==> src/rtl/enc_pkg.sv <==
// ---------------------------------------------------------------------------
// enc_pkg
//   Shared types and helpers for the bitmap-to-index serializer.
//   - state_t : serializer FSM state
//   - enc_w() : index width for an N-bit request vector ($clog2(N), min 1)
// ---------------------------------------------------------------------------
package enc_pkg;

    typedef enum logic {
        IDLE = 1'b0,
        BUSY = 1'b1
    } state_t;

    function automatic int enc_w(input int n);
        return (n < 2) ? 1 : $clog2(n);
    endfunction

endpackage

==> src/rtl/enc_lsb_find.sv <==
// ---------------------------------------------------------------------------
// enc_lsb_find
//   Combinational lowest-set-bit finder.
//   Ports:
//     vector [N]  in   bitmap to search
//     idx    [W]  out  index of the lowest set bit (0 when vector is empty)
//     onehot [N]  out  one-hot mask of the lowest set bit (0 when empty)
//     multi        out  more than one bit of vector is set
// ---------------------------------------------------------------------------
module enc_lsb_find
    import enc_pkg::*;
#(
    parameter  int N = 4,
    localparam int W = enc_w(N)
) (
    input  logic [N-1:0] vector,
    output logic [W-1:0] idx,
    output logic [N-1:0] onehot,
    output logic         multi
);

    // Scan from the top down so the last hit (lowest index) wins.
    always_comb begin
        idx    = '0;
        onehot = '0;
        for (int k = N - 1; k >= 0; k--) begin
            if (vector[k]) begin
                idx       = W'(k);
                onehot    = '0;
                onehot[k] = 1'b1;
            end
        end
    end

    // Clearing the lowest set bit leaves something only if two or more were set.
    assign multi = |(vector & (vector - N'(1)));

endmodule

==> src/rtl/enc_serial.sv <==
// ---------------------------------------------------------------------------
// enc_serial
//   Bitmap-to-index serializer. Accepts an N-bit request vector and emits the
//   index of every set bit, LSB first, one beat per cycle. The final beat of
//   each vector is flagged with o_last; an all-zero vector yields a single
//   beat with o_none=1, o_out=0.
//
//   state | meaning
//   ------+--------------------------------------------------------------
//   IDLE  | no vector held; ready for a new one
//   BUSY  | pending holds the not-yet-emitted bits; a beat is on o_out
//
//   Ports:
//     i_clk   in        clock, rising edge
//     i_rst   in        asynchronous active-high reset
//     i_in    in  [N]   request vector, sampled only on accept
//     i_en    in        input valid
//     o_rdy   out       input ready (accept = i_en & o_rdy)
//     o_out   out [W]   index of the current beat
//     o_vld   out       output valid
//     i_rdy   in        downstream ready (consume = o_vld & i_rdy)
//     o_last  out       current beat is the vector's final beat
//     o_none  out       current beat stands for an all-zero vector
// ---------------------------------------------------------------------------
module enc_serial
    import enc_pkg::*;
#(
    parameter  int N = 4,
    localparam int W = enc_w(N)
) (
    input  logic         i_clk,
    input  logic         i_rst,
    input  logic [N-1:0] i_in,
    input  logic         i_en,
    output logic         o_rdy,
    output logic [W-1:0] o_out,
    output logic         o_vld,
    input  logic         i_rdy,
    output logic         o_last,
    output logic         o_none
);

    state_t         state_q;
    state_t         state_d;
    logic [N-1:0]   pending_q;
    logic [W-1:0]   lsb_idx;
    logic [N-1:0]   lsb_onehot;
    logic           lsb_multi;
    logic           accept;
    logic           consume;

    enc_lsb_find #(.N(N)) u_lsb (
        .vector (pending_q),
        .idx    (lsb_idx),
        .onehot (lsb_onehot),
        .multi  (lsb_multi)
    );

    assign accept  = i_en & o_rdy;
    assign consume = o_vld & i_rdy;

    // State register
    always_ff @(posedge i_clk or posedge i_rst) begin
        if (i_rst) begin
            state_q <= IDLE;
        end else begin
            state_q <= state_d;
        end
    end

    // Next-state logic
    always_comb begin
        state_d = state_q;
        case (state_q)
            IDLE: begin
                if (accept) begin
                    state_d = BUSY;
                end
            end
            BUSY: begin
                // A new vector can be taken in the same cycle the last beat
                // leaves, so back-to-back vectors have no bubble.
                if (consume && o_last) begin
                    state_d = accept ? BUSY : IDLE;
                end
            end
            default: state_d = IDLE;
        endcase
    end

    // Pending bitmap: loaded on accept, lowest bit stripped on each consume.
    // On the final consume this leaves zero, which is harmless in IDLE since
    // every output is gated by BUSY.
    always_ff @(posedge i_clk or posedge i_rst) begin
        if (i_rst) begin
            pending_q <= '0;
        end else if (accept) begin
            pending_q <= i_in;
        end else if (consume) begin
            pending_q <= pending_q & ~lsb_onehot;
        end
    end

    // Output logic. o_rdy is the only combinational path from an input
    // (i_rdy); it is also held low during reset so nothing is accepted
    // while the FSM is being forced to IDLE.
    always_comb begin
        o_vld  = 1'b0;
        o_out  = '0;
        o_last = 1'b0;
        o_none = 1'b0;
        o_rdy  = 1'b0;
        case (state_q)
            IDLE: begin
                o_rdy = ~i_rst;
            end
            BUSY: begin
                o_vld  = 1'b1;
                o_out  = lsb_idx;
                o_last = ~lsb_multi;
                o_none = ~|pending_q;
                o_rdy  = ~i_rst & i_rdy & ~lsb_multi;
            end
            default: begin
                o_rdy = 1'b0;
            end
        endcase
    end

endmodule

==> config.mk <==
export PLATFORM = sky130hd
export DESIGN_NAME = enc_serial
export DESIGN_NICKNAME = d
export VERILOG_FILES = /design/src/rtl/enc_pkg.sv /design/src/rtl/enc_lsb_find.sv /design/src/rtl/enc_serial.sv
export SDC_FILE = /design/constraint.sdc
export NUM_CORES = 1
export LEC_CHECK = 0
export ABC_AREA = 1
export CORE_AREA = 2 2 39 41
export CTS_BUF_LIST = sky130_fd_sc_hd__clkbuf_4 sky130_fd_sc_hd__clkbuf_8 sky130_fd_sc_hd__clkbuf_16
export DETAILED_ROUTE_END_ITERATION = 10
export DIE_AREA = 0 0 41 43
export HOLD_SLACK_MARGIN = 0.1
export SYNTH_ARGS = -nofsm -noshare
export SYNTH_HDL_FRONTEND = slang
export SYNTH_SLANG_ARGS = --single-unit
==> constraint.sdc <==
create_clock -name i_clk -period 1.3 [get_ports i_clk]
set_input_delay 0.325 -clock i_clk [delete_from_list [all_inputs] [get_ports i_clk]]
set_output_delay 0.325 -clock i_clk [all_outputs]
set_load 0.01 [all_outputs]
==> impl_metrics.toml <==
[outcome]
outcome = "finished, violations left"
violations = "negative setup slack"

[timing]
rsz0062_at_grt = "true"
clock.fmax_mhz = 615.2
finalHoldViolCount = 0
fin_skew_ps = 3.251
worst_slack_ps = -325.6
timing.hold.ws_ps = 548.1
tightest_slew_ps = 192.6
fin_setup_tns_ps = -1139
final_max_slew_viol_count = 0
relSlewSlack = 0.8702
period_minus_slack_ps = 1626
period_share = 1.250
setup-violations-final = 5

[routing]
drt-pass1-iter-count = 6
ant_nets = 0
vias = 445
drc_errors = 0
drt_wl_total_um = 906
wl_per_cell_um = 9.152
viasPerCell = 4.495
drt-initial-drc-count = 11

[final_layout]
drive_above_1_share = 0.5060
layout.cells.non_filler = 99
antenna_cells = 0
design_area_sq_um = 670.6
areaGrowthSynthToFinish_pct = 79.26
fin_util = 0.4846
finalNetCount = 92

[floorplanning]
die_h_um = 43
fp.coreArea_sq_um = 1384
rows = 14
start_util = 0.2703
boundaryPins = 14
die_area_sq_um = 1763
die_width_um = 41

[synth]
synth_top_family_by_area = "simple AND/OR/NAND/NOR gates"
ys_top_cells_by_count = "nand2_1 (14), dfrtp_1 (5), inv_1 (5), nand3_1 (5), nor2_1 (4)"
synthMuxAreaShare = 0
yosysTopAreaCell = "dfrtp_1"
ys_warn_count = 0
synth-edff-count = 0
synthXorXnorAreaFrac = 0
ys.flop_type = "dfrtp_1"
ys_ff_latch = 5
yosys.cell_count.top_type = "nand2_1"
synth_compound_area_frac = 0.08361
synth_cells = 49
synth_area_sq_um = 374.1
syn_area_per_cell_sq_um = 7.635
synth_top_area_frac = 0.3344
synth_simple_gate_area_frac = 0.5117
ys_top_cells_by_area = "dfrtp_1 (33%), nand2_1 (14%), nand3_4 (9.4%)"
synth_cell_types = 15
seq_area_frac_synth = 0.3344
async_reset_ff_frac = 1.000
syn_nets = 57
synthAdderAreaFrac = 0

[clock_tree]
htreeDepth = 1
cts_tree = "built"
cts-root-buf = "clkbuf_4"
insertion_delay_ps = 250
path_clk_slew_ps = 40
clockBufferDepth = 2
holdBufCountCts = 0
cts_inserted_buffers = 3
cts_sinks = 5

[global_route]
grt.overflow.total = 0
grt_usage = 0.1455
grt_pass1_wl_um = 1669
grt_start_max_net_pins = 7
grt_pass1_vias = 418
antenna_found_initial = 0

[placed_design]
place_area_sq_um = 636.9
hpwl_um = 752.1
dpl.cell_count = 93
io_buffer_count = 13
pre_cts_ws_ps = -677.4
gp_congestion = 0.7479

[setup_path]
startpoint_type = "flip-flop"
setup.worst_path.class = "reg -> out"
r2r-end = "pending_q[0]$_DFFE_PP0P_"
worstPathRequired_ps = 980
r2r_cells = 8
arrival_ps = 1300
rr_startpoint = "pending_q[1]$_DFFE_PP0P_"
critPathMaxFanout = 3
ff2ff_setup_slack_ps = 60
end_kind = "primary output"

[power]
irDropWorstVdd_v = 0.001020
total_leakage_power_nw = 0.3614
p_per_area_nw_per_um2 = 2366
fin_total_pwr_mw = 1.587

[flow_run]
drv_cap = 0

[worst_hold_path]
hold_class = "in -> async"
-- how the worst max path moves through the flow --
stage                                        start  endpoint  slack [ps]  cells past startpoint
after CTS                 pending_q[1]$_DFFE_PP0P_     o_rdy        -350                      6
after floorplan                  state_q$_DFF_PP0_  o_out[0]          50                      2
after global placement                       i_rdy     o_rdy        -680                      4
after detailed placement                     i_rdy     o_rdy        -680                      4
final                     pending_q[1]$_DFFE_PP0P_     o_rdy        -330                      6
after global routing      pending_q[1]$_DFFE_PP0P_     o_rdy        -400                      6
-- state kept, by name, summed over array words and instances (netlist names) --
name       cells
state_q        1
pending_q      4
-- placed cells by master, fill, tap and decap left out --
| cell | count |
|---|---|
| o21ai_0 | 1 |
| nor3_1 | 1 |
| nand3_4 | 2 |
| nor2_2 | 1 |
| dfrtp_1 | 5 |
| buf_2 | 5 |
| nor2_1 | 4 |
| nand2_2 | 1 |
| nand2_4 | 4 |
| buf_4 | 16 |
| clkdlybuf4s50_1 | 7 |
| clkbuf_2 | 1 |
| nand4_1 | 2 |
| nand3_1 | 5 |
| clkbuf_4 | 4 |
| buf_6 | 1 |
| nand2_1 | 13 |
| a21oi_2 | 2 |
| inv_2 | 4 |
| a21oi_4 | 1 |
| inv_1 | 3 |
-- report_power, final --
part / switching (mW) / internal (mW)
Sequential: 0.0579 / 0.231
Clock: 0.0681 / 0.137
Combinational: 0.554 / 0.539
-- layout make-up --
| cell class | count | area, sq um |
|---|---|---|
| sequential | 5 | 125.1 |
| tap | 16 | 20.02 |
| fill | 155 | 713.2 |
| timing repair buffer | 30 | 231.5 |
| clock buffer | 4 | 30.03 |
| inverter | 7 | 26.28 |
| multi-input combinational | 37 | 237.7 |
-- repair_timing --
action | in CTS | in global routing
endpoints found under the setup margin | 6 | 8
resized for setup | 24 | 6
setup buffers | 1 | 1
pin swaps | 1 | 2
-- worst max-delay path: stages (launching register included) --
cell and delay, ps:
dfrtp_1 390, nor2_2 150, inv_2 70, nand2_4 70, nand3_4 90, a21oi_4 140
buf_2 140
-- cell families (layout without fill, tap and decap cells) --
logic type	count (synthesis)	in the layout
and+or+nand+nor	33	33
DFF	5	5
AOI/OAI and AO/OA	4	4
buffers and inverters	7	41
-- routing by layer --
metal  routed length (um)  vias to the layer above  global-route usage
li1                     -                      228                   -
met1                  334                      191              0.1639
met2                  456                       23              0.2188
met3                   87                        3             0.03141
met4                   27                        0              0.1200
met5                    0                        -                   0
Note: power is estimated with default switching activity, not from simulation.
